## config.mk

```make
export PLATFORM = sky130hd
export DESIGN_NAME = divider_flat
export DESIGN_NICKNAME = d
export VERILOG_FILES = /design/src/rtl/divider_pkg.sv /design/src/rtl/divider_if.sv /design/src/rtl/divider_iter_counter.sv /design/src/rtl/divider.sv /design/src/flat_wrapper.sv
export SDC_FILE = /design/constraint.sdc
export NUM_CORES = 1
export LEC_CHECK = 0
export BUFFER_PORTS_ARGS = -buffer_cell sky130_fd_sc_hd__buf_2
export CORE_ASPECT_RATIO = 0.8
export CORE_MARGIN = 5
export CORE_UTILIZATION = 54
export DETAILED_ROUTE_END_ITERATION = 12
export GPL_ROUTABILITY_DRIVEN = 0
export PLACE_DENSITY = 0.78
export SYNTH_ARGS = -nofsm -noshare
export SYNTH_HDL_FRONTEND = slang
export SYNTH_SLANG_ARGS = --single-unit
```

## constraint.sdc

```tcl
create_clock -name clock -period 2.8 [get_ports clock]
set_input_delay 0.56 -clock clock [delete_from_list [all_inputs] [get_ports clock]]
set_output_delay 0.56 -clock clock [all_outputs]
set_load 0.01 [all_outputs]
```

## src/rtl/divider_pkg.sv

```systemverilog
// Shared definitions for the sequential restoring divider.
// Holds the controller state encoding used by the top level.
package divider_pkg;

    typedef enum logic [1:0] {
        IDLE = 2'd0,
        RUN  = 2'd1,
        DONE = 2'd2
    } state_t;

endpackage

```

## src/rtl/divider_if.sv

```systemverilog
// Request/response bundle for the divider.
//   master: drives start/dividend/divisor, observes ready/done/results
//   slave : the divider itself
interface divider_if #(
    parameter int N = 4
);
    import divider_pkg::*;

    logic         start;
    logic [N-1:0] dividend;
    logic [N-1:0] divisor;
    logic         ready;
    logic         done;
    logic [N-1:0] quotient;
    logic [N-1:0] remainder;
    logic         div_by_zero;

    modport master (
        output start, dividend, divisor,
        input  ready, done, quotient, remainder, div_by_zero
    );

    modport slave (
        input  start, dividend, divisor,
        output ready, done, quotient, remainder, div_by_zero
    );

endinterface

```

## src/rtl/divider_iter_counter.sv

```systemverilog
// Iteration counter for the divider.
//   clock, reset  : rising-edge clock, synchronous active-high reset (to 0)
//   do_preset     : load N-1 (start of a division)
//   do_decrement  : count down by one (one restoring step); wins over preset
//   is_zero       : counter currently 0 (current step is the last one)
module divider_iter_counter
    import divider_pkg::*;
#(
    parameter int N = 4
) (
    input  logic clock,
    input  logic reset,
    input  logic do_preset,
    input  logic do_decrement,
    output logic is_zero
);

    localparam int W = $clog2(N);

    logic [W-1:0] count_q;

    always_ff @(posedge clock) begin
        if (reset)
            count_q <= '0;
        else if (do_decrement)
            count_q <= count_q - 1'b1;
        else if (do_preset)
            count_q <= W'(N - 1);
    end

    assign is_zero = (count_q == '0);

endmodule

```

## src/rtl/divider.sv

```systemverilog
// Sequential unsigned restoring divider, one quotient bit per cycle.
//   clock, reset : rising-edge clock, synchronous active-high reset
//   bus (slave)  : start/dividend/divisor in; ready/done/quotient/
//                  remainder/div_by_zero out
// A nonzero-divisor division spends N cycles in RUN; a zero divisor goes
// straight to DONE with quotient all ones and remainder = dividend.
module divider
    import divider_pkg::*;
#(
    parameter int N = 4
) (
    input  logic       clock,
    input  logic       reset,
    divider_if.slave   bus
);

    state_t       state_q, state_d;
    logic         accept;
    logic         cnt_zero;

    logic [N:0]   rem_q;        // partial remainder
    logic [N-1:0] dvd_q;        // dividend shifts out, quotient shifts in
    logic [N-1:0] dsr_q;
    logic [N-1:0] quo_q, rmd_q;
    logic         dbz_q;

    logic [N:0]   rem_shift, trial, rem_next;
    logic         q_bit;

    // A restoring step keeps the remainder below the divisor, so the top
    // bit of the stored partial remainder is always 0 on entry to a step.
    logic         unused_rem_msb;
    assign unused_rem_msb = rem_q[N];

    assign accept    = (state_q == IDLE) && bus.start;

    // Single N+1-bit subtractor; its sign bit selects restore vs keep.
    assign rem_shift = {rem_q[N-1:0], dvd_q[N-1]};
    assign trial     = rem_shift - {1'b0, dsr_q};
    assign q_bit     = ~trial[N];
    assign rem_next  = q_bit ? trial : rem_shift;

    divider_iter_counter #(.N(N)) u_cnt (
        .clock        (clock),
        .reset        (reset),
        .do_preset    (accept),
        .do_decrement (state_q == RUN),
        .is_zero      (cnt_zero)
    );

    always_ff @(posedge clock) begin
        if (reset)
            state_q <= IDLE;
        else
            state_q <= state_d;
    end

    always_comb begin
        state_d   = state_q;
        bus.ready = 1'b0;
        bus.done  = 1'b0;
        case (state_q)
            IDLE: begin
                bus.ready = 1'b1;
                if (bus.start)
                    state_d = (bus.divisor == '0) ? DONE : RUN;
            end
            RUN: begin
                if (cnt_zero)
                    state_d = DONE;
            end
            DONE: begin
                bus.done = 1'b1;
                state_d  = IDLE;
            end
            default: state_d = IDLE;
        endcase
    end

    always_ff @(posedge clock) begin
        if (reset) begin
            rem_q <= '0;
            dvd_q <= '0;
            dsr_q <= '0;
            quo_q <= '0;
            rmd_q <= '0;
            dbz_q <= 1'b0;
        end else begin
            if (accept) begin
                rem_q <= '0;
                dvd_q <= bus.dividend;
                dsr_q <= bus.divisor;
                if (bus.divisor == '0) begin
                    quo_q <= '1;
                    rmd_q <= bus.dividend;
                    dbz_q <= 1'b1;
                end
            end else if (state_q == RUN) begin
                rem_q <= rem_next;
                dvd_q <= {dvd_q[N-2:0], q_bit};
                // Results are published only on the step that enters DONE.
                if (cnt_zero) begin
                    quo_q <= {dvd_q[N-2:0], q_bit};
                    rmd_q <= rem_next[N-1:0];
                    dbz_q <= 1'b0;
                end
            end
        end
    end

    assign bus.quotient    = quo_q;
    assign bus.remainder   = rmd_q;
    assign bus.div_by_zero = dbz_q;

endmodule
```

## src/flat_wrapper.sv

```systemverilog
// flat-port wrapper written by rule: the top's interface ports become plain ports
module divider_flat import divider_pkg::*;
#(
    parameter int N = 4
)
  (clock, reset, bus_start, bus_dividend, bus_divisor, bus_ready, bus_done, bus_quotient, bus_remainder, bus_div_by_zero);
  divider_if #(.N(N)) bus_i ();
  input  logic clock;
  input  logic reset;
  input wire logic [$bits(bus_i.start)-1:0] bus_start;
  input wire logic [$bits(bus_i.dividend)-1:0] bus_dividend;
  input wire logic [$bits(bus_i.divisor)-1:0] bus_divisor;
  output wire logic [$bits(bus_i.ready)-1:0] bus_ready;
  output wire logic [$bits(bus_i.done)-1:0] bus_done;
  output wire logic [$bits(bus_i.quotient)-1:0] bus_quotient;
  output wire logic [$bits(bus_i.remainder)-1:0] bus_remainder;
  output wire logic [$bits(bus_i.div_by_zero)-1:0] bus_div_by_zero;
  assign bus_i.start = bus_start;
  assign bus_i.dividend = bus_dividend;
  assign bus_i.divisor = bus_divisor;
  assign bus_ready = bus_i.ready;
  assign bus_done = bus_i.done;
  assign bus_quotient = bus_i.quotient;
  assign bus_remainder = bus_i.remainder;
  assign bus_div_by_zero = bus_i.div_by_zero;
  divider #(.N(N)) u_core (.clock(clock), .reset(reset), .bus(bus_i));
endmodule
```

==> parameters.txt, run 1 <==
Parameter                              Value

Synthesis
  Share of synthesized area occupied by flip-flops and latches ... 40.5%
  YS warnings ... 0
  Register bit count reported by yosys ... 25
  Post-synthesis area per instance ... 8.96 µm²
  Unique masters post-synth ... 36
  Async S/R FF share, synth ... 0%
  Top_reg_cell synth ... dfxtp_1
  Portion of synthesized cell area occupied by the leading cell type ... 40.5%
  Synthesized instance count ... around 140
  Post-synth EDFFs ... 0
  Net count after synthesis ... 155
  Top cells by area in the synthesized netlist ... dfxtp_1 (40%), nand2_1 (7.6%), ha_1 (5.1%)
  Syn Std Cell Area ... about 1200 µm²
  Top cell type by total area after synthesis ... dfxtp_1

Timing
  Setup_tns ... 0 ns
  Final Max Slew Viols ... 0
  Post-route worst setup slack ... 0.566 ns
  Relative slew margins ... 74.6%
  RSZ-0062 raised after global routing ... false
  Count of final hold-check violations ... 0
  Slew of the pin with the lowest slew margin ... 0.378 ns
  Ratio of final minimum period to clock period ... 79.8%
  Largest clock skew in the final design ... 0.0111 ns
  Final setup vio count ... 0
  Maximum clock rate ... 0.448 GHz
  Final worst path period need ... 2.23 ns

Cells and area
  Ratio of cells with drive above 1 in the final layout ... 22.5%
  Fin nets ... 178
  Area taken by multi-input logic gates ... 689 µm²
  Signed area change from the synthesized netlist to the final layout ... 12.8%
  Inserted Diodes ... 0
  Number of fill cells ... 192
  Most frequent cells in the layout ... nand2_1 (25), dfxtp_1 (25), buf_2 (21)
  Storage element area ... 500 µm²

Floorplanning
  Core ar. ... 2180 µm²
  Number of standard-cell rows in the floorplan ... 15
  Height of the die ... 52.8 µm
  Number of ports placed on the die boundary ... 22
  Overall die area ... around 3400 µm²
  Width of the die ... 63.5 µm
  Initial core utilization ... 56.8%

Global route
  GR Util All Layers ... ~16%
  Number of antenna violations at the first check in global routing ... 0
  Largest net degree at the start of global routing ... 20
  First-pass GRT wire length ... 4110 µm
  Final global-route overflow total ... 0
  Via count of the first global-routing pass ... 979

Setup path
  Largest stage delay, worst path ... about 0.40 ns
  Kind of critical path ... reg2reg
  Slowest cell on crit path ... fa_1
  Capturing point of the worst reg2reg path ... u_core.rem_q[0]
  Startpoint of the most critical register-to-register path ... u_core.dvd_q[3]
  Register-to-Register Path Depth ... 8
  Sequence of cells on the critical path ... inv_1, ha_1, fa_1, nand2b_1, a21oi_2, xor2_4, mux2_4, o21ai_1
  Critical path arrival ... about 2.5 ns
  Worst-case register-to-register setup slack ... 0.57 ns
  Setup crit start kind ... flip-flop
  Type of destination of the critical path ... flip-flop
  Maximum fanout encountered on the critical timing path ... 8
  WP data required ... 3.07 ns

CTS
  CTS clock-pin slew for the worst setup and hold paths ... ~0.14 ns
  Hold-fix buffers at CTS ... 0
  Post-CTS Setup Repair Bufs ... 0
  Latest clock arrival within the worst-skew pair ... between 0.3 and 0.4 ns
  Cts bufs inserted ... 3
  Number of resized instances in the post-cts repair step ... 0
  # clock sinks ... 25
  H-tree depth reported by CTS ... 1
  Clock root cell ... clkbuf_4
  CTS max path bufs ... 2
  CTS tree ... done

Power
  PD cells ... 572 nW/µm²
  Maximum vdd drop ... roughly 0.33 mV
  Leak ... 0.000565 µW

Detailed routing
  Vias ... around 1000
  Post-detailed-routing wire length ... 2460 µm
  Router iterations before antenna repair ... 4
  Routed wire per std cell ... ~13 µm
  Number of nets with antenna violations after detailed routing ... 0
  Remaining design rule violation count ... 0
  Via-to-Cell Ratio ... 5.63
  Iter 0 DRT Violations ... between 40 and 50

Placed design
  Pre-CTS setup slack ... 0.579 ns
  Detailed placer's ending HPWL ... 1960 µm
  Port bufs ... 21

Min path
  Hold path cells ... 2
  HP Start ... u_core.dvd_q[3]
  Class of the worst hold path ... reg2reg
  Destination of the worst hold path ... u_core.dvd_q[3]

Outcome
  Result of the run ... finished clean

Flow run
  Count of maximum capacitance violations ... 0
[layer usage]
layer	wire [µm]	vias to the layer above	track usage, %
met3	189	2	6.22
met5	0	-	0
met1	1080	472	18.0
li1	-	534	-
met4	9	0	3.46
met2	1180	33	27.7
[synthesized netlist by cell type (all sizes together) (3+ instances only)]
library cell  count
a21oi            13
a22oi             3
a31oi             5
dfxtp            25
ha                5
inv               8
nand2            25
nand2b            3
nor2              9
nor3              5
o21ai             8
o221a             4
[worst max path at each step]
stage / start / end / slack [ns] / cells after the start
finish: u_core.dvd_q[3] / u_core.rem_q[0] / 0.57 / 8
global route: u_core.dvd_q[3] / u_core.rem_q[1] / 0.45 / 8
CTS: u_core.dvd_q[3] / u_core.bus.remainder[1] / 0.55 / 8
detailed placement: u_core.dvd_q[3] / u_core.bus.remainder[1] / 0.58 / 8
global placement: u_core.dvd_q[3] / u_core.bus.remainder[1] / 0.66 / 8
floorplan: u_core.dvd_q[3] / u_core.rem_q[0] / 0.73 / 8
[metrics by stage]
stage                     instance area (µm²)  utilization (%)  hold WS [ns]  power (µW)  std cells
after detailed placement                 1360             62.6         0.454         643        181
final                                    1390             64.0         0.469         797        185
after floorplan                          1240                -         0.436         583        138
after CTS                                1390             64.0         0.473         805        185
after global placement                   1360             62.6         0.448         636        181
after global routing                     1390             64.0         0.493         850        185
[power breakdown]
part           leakage [µW]  total (µW)  internal [µW]  switching [µW]
Combinational      0.000346         224           96.0             128
Clock             0.0000139         163           54.6             109
Sequential         0.000205         410            386            23.2
Total              0.000565         797            537             260
[flip-flops by register name (all words and copies together), names as in the netlist]
name / cells
u_core.state_q: 2
u_core.dsr_q: 4
u_core.bus.quotient: 4
u_core.rem_q: 4
u_core.bus.div_by_zero: 1
u_core.bus.remainder: 4
u_core.dvd_q: 4
u_core.u_cnt.count_q: 2
[cells by family (layout without fill, tap and decap cells)]
kind of cell,count (synthesis),count (layout),synth area share (%)
xor+xnor,3,3,3.64
fa+ha+maj,6,6,6.68
buf+inv,12,34,3.74
mux,4,4,4.05
simple gates,52,52,21.4
flops,25,25,40.5
compound gates,36,36,20.0
[area by class of cell]
cell class              instances  area share [%]
flip-flops and latches         25            35.9
clock buffers                   3            1.62
inverters                       8            2.15
multi-input cells             101            49.5
well taps                      25            2.24
repair buffers                 22            8.08
clock inverters                 1           0.539
[critical path: cells and delay by family, from the launching register on]
kind,cells,cell delay [ns]
compound gates,2,0.36
xor+xnor,1,0.31
fa+ha+maj,2,0.60
buf+inv,1,0.05
flops,1,0.35
mux,1,0.34
simple gates,1,0.18
Note: power is estimated with default switching activity, not from simulation.
==> inputs of run 2 (changes only) <==
clock period = 2.2 ns   (was 2.8 ns; I/O delays follow)
==> run 2 against run 1 <==
Via count is 3.0% higher. Utilization is 1.8 points higher. Largest cell class unchanged. Worst hold slack worse by 0.084 ns. Combinational power is 38% higher. Sequential share of layout area is 0.92 points lower. Sequential power is 28% higher.
==> parameters.txt, run 2 (synthesis results as in run 1) <==
Parameter                              Value

Global route
  Number of antenna violations at the first check in global routing ... 0
  GR Util All Layers ... 17.1%
  Largest net degree at the start of global routing ... 20
  First-pass GRT wire length ... 4490 µm
  Final global-route overflow total ... 0
  Via count of the first global-routing pass ... 963

Floorplanning
  Initial core utilization ... around 57%
  Number of ports placed on the die boundary ... 22
  Core ar. ... 2180 µm²
  Number of standard-cell rows in the floorplan ... 15
  Overall die area ... 3350 µm²
  Height of the die ... 52.8 µm
  Width of the die ... roughly 63 µm

Placed design
  Port bufs ... 21
  Pre-CTS setup slack ... -0.0138 ns
  Detailed placer's ending HPWL ... 2080 µm

CTS
  Latest clock arrival within the worst-skew pair ... 0.33 ns
  Clock root cell ... clkbuf_4
  Cts bufs inserted ... 3
  Hold-fix buffers at CTS ... 0
  CTS max path bufs ... 2
  CTS tree ... done
  CTS clock-pin slew for the worst setup and hold paths ... 0.15 ns
  H-tree depth reported by CTS ... 1
  # clock sinks ... 25

Detailed routing
  Number of nets with antenna violations after detailed routing ... 0
  Vias ... 1072
  Via-to-Cell Ratio ... around 5.7
  Routed wire per std cell ... between 10 and 15 µm
  Remaining design rule violation count ... 0
  Iter 0 DRT Violations ... 44
  Router iterations before antenna repair ... 4
  Post-detailed-routing wire length ... around 2700 µm

Cells and area
  Inserted Diodes ... 0
  Ratio of cells with drive above 1 in the final layout ... between 20% and 30%
  Signed area change from the synthesized netlist to the final layout ... 16.0%
  Final Core Density ... between 60 and 70%
  Most frequent cells in the layout ... nand2_1 (25), dfxtp_1 (24), buf_2 (21)
  Fin nets ... between 150 and 200
  Most common cell after layout, fill and taps aside ... nand2_1

Setup path
  Setup crit start kind ... flip-flop
  Register-to-Register Path Depth ... 8
  Critical path origin ... u_core.dvd_q[3]
  Maximum fanout encountered on the critical timing path ... 7
  Worst setup path end ... u_core.rem_q[1]
  Critical path arrival ... 2.37 ns
  Worst-case register-to-register setup slack ... 0.11 ns
  Startpoint of the most critical register-to-register path ... u_core.dvd_q[3]
  Kind of critical path ... reg2reg
  Capturing point of the worst reg2reg path ... u_core.rem_q[1]
  Type of destination of the critical path ... flip-flop
  WP data required ... 2.48 ns

Timing
  Maximum clock rate ... 0.479 GHz
  Post-route worst setup slack ... 0.113 ns
  RSZ-0062 raised after global routing ... false
  Ratio of final minimum period to clock period ... a little over nine tenths
  Final worst path period need ... 2.09 ns
  Largest clock skew in the final design ... 0.0180 ns
  Count of final hold-check violations ... 0
  Final setup vio count ... 0
  Final Max Slew Viols ... 0
  Relative slew margins ... ~65%
  Setup_tns ... 0 ns
  Slew of the pin with the lowest slew margin ... 0.517 ns

Outcome
  Result of the run ... finished clean

Flow run
  Count of maximum capacitance violations ... 0

Power
  PD cells ... 730 nW/µm²
  Leak ... 0.000584 µW
  Post-layout total power ... 1050 µW
  Maximum vdd drop ... 0.541 mV

Min path
  Class of the worst hold path ... in2reg
## run 2: cell count changes in the layout (fill, tap and decap cells not counted), sizes merged
cell	delta
buf	+3
## run 2: worst max-delay path, stage by stage, from the launching register on
cell and delay (ns):
dfxtp_2 0.35, inv_1 0.05, ha_2 0.18, fa_2 0.36
nand2b_4 0.14, a21oi_2 0.22, xor2_4 0.28, mux2_4 0.34
o21ai_2 0.14
## run 2: power breakdown
part	internal, µW	total, µW	leakage (µW)	switching, µW
clock network	69.6	213	0.0000139	144
logic	139	310	0.000365	172
registers	492	523	0.000205	30.5
## run 2: metal layers
metal  GRT usage [%]  wire length [µm]  part of all wire [%]  vias to the layer above
met5               0                 0                     0                        -
met4            3.11                25                  0.91                        0
met3            5.36               167                   6.1                        4
met2            28.9              1280                    47                       27
met1            21.6              1260                    46                      501
li1                -                 -                     -                      540
## run 2: worst min-delay path by stage
stage | start | end | slack [ns] | cells past startpoint
floorplan | u_core.dsr_q[2] | u_core.dsr_q[2] | 0.44 | 2
CTS | bus_divisor[0] | u_core.dsr_q[0] | 0.38 | 3
finish | bus_dividend[0] | u_core.dvd_q[0] | 0.39 | 3
global placement | u_core.dsr_q[2] | u_core.dsr_q[2] | 0.45 | 2
global route | bus_divisor[0] | u_core.dsr_q[0] | 0.36 | 3
detailed placement | u_core.dsr_q[0] | u_core.dsr_q[0] | 0.46 | 2
## run 2: layout make-up
type | instances | area (µm²)
tap | 25 | 31.3
inverter | 8 | 30.0
sequential | 25 | 502
timing repair buffer | 25 | 135
multi-input combinational | 101 | 706
clock inverter | 1 | 7.51
clock buffer | 3 | 22.5
fill | 180 | 743
## run 2: through the flow
step | area, µm² | hold slack (ns) | cells
after floorplan | 1240 | 0.436 | 138
after global placement | 1370 | 0.451 | 182
after detailed placement | 1370 | 0.458 | 182
after CTS | 1410 | 0.375 | 187
after global routing | 1430 | 0.361 | 188
final | 1430 | 0.385 | 188
## run 2: repair_timing
action,CTS,global route
pin swaps,1,2
gates cloned,0,0
gates resized for setup,1,4
setup endpoints to repair,1,8
buffers inserted,1,1
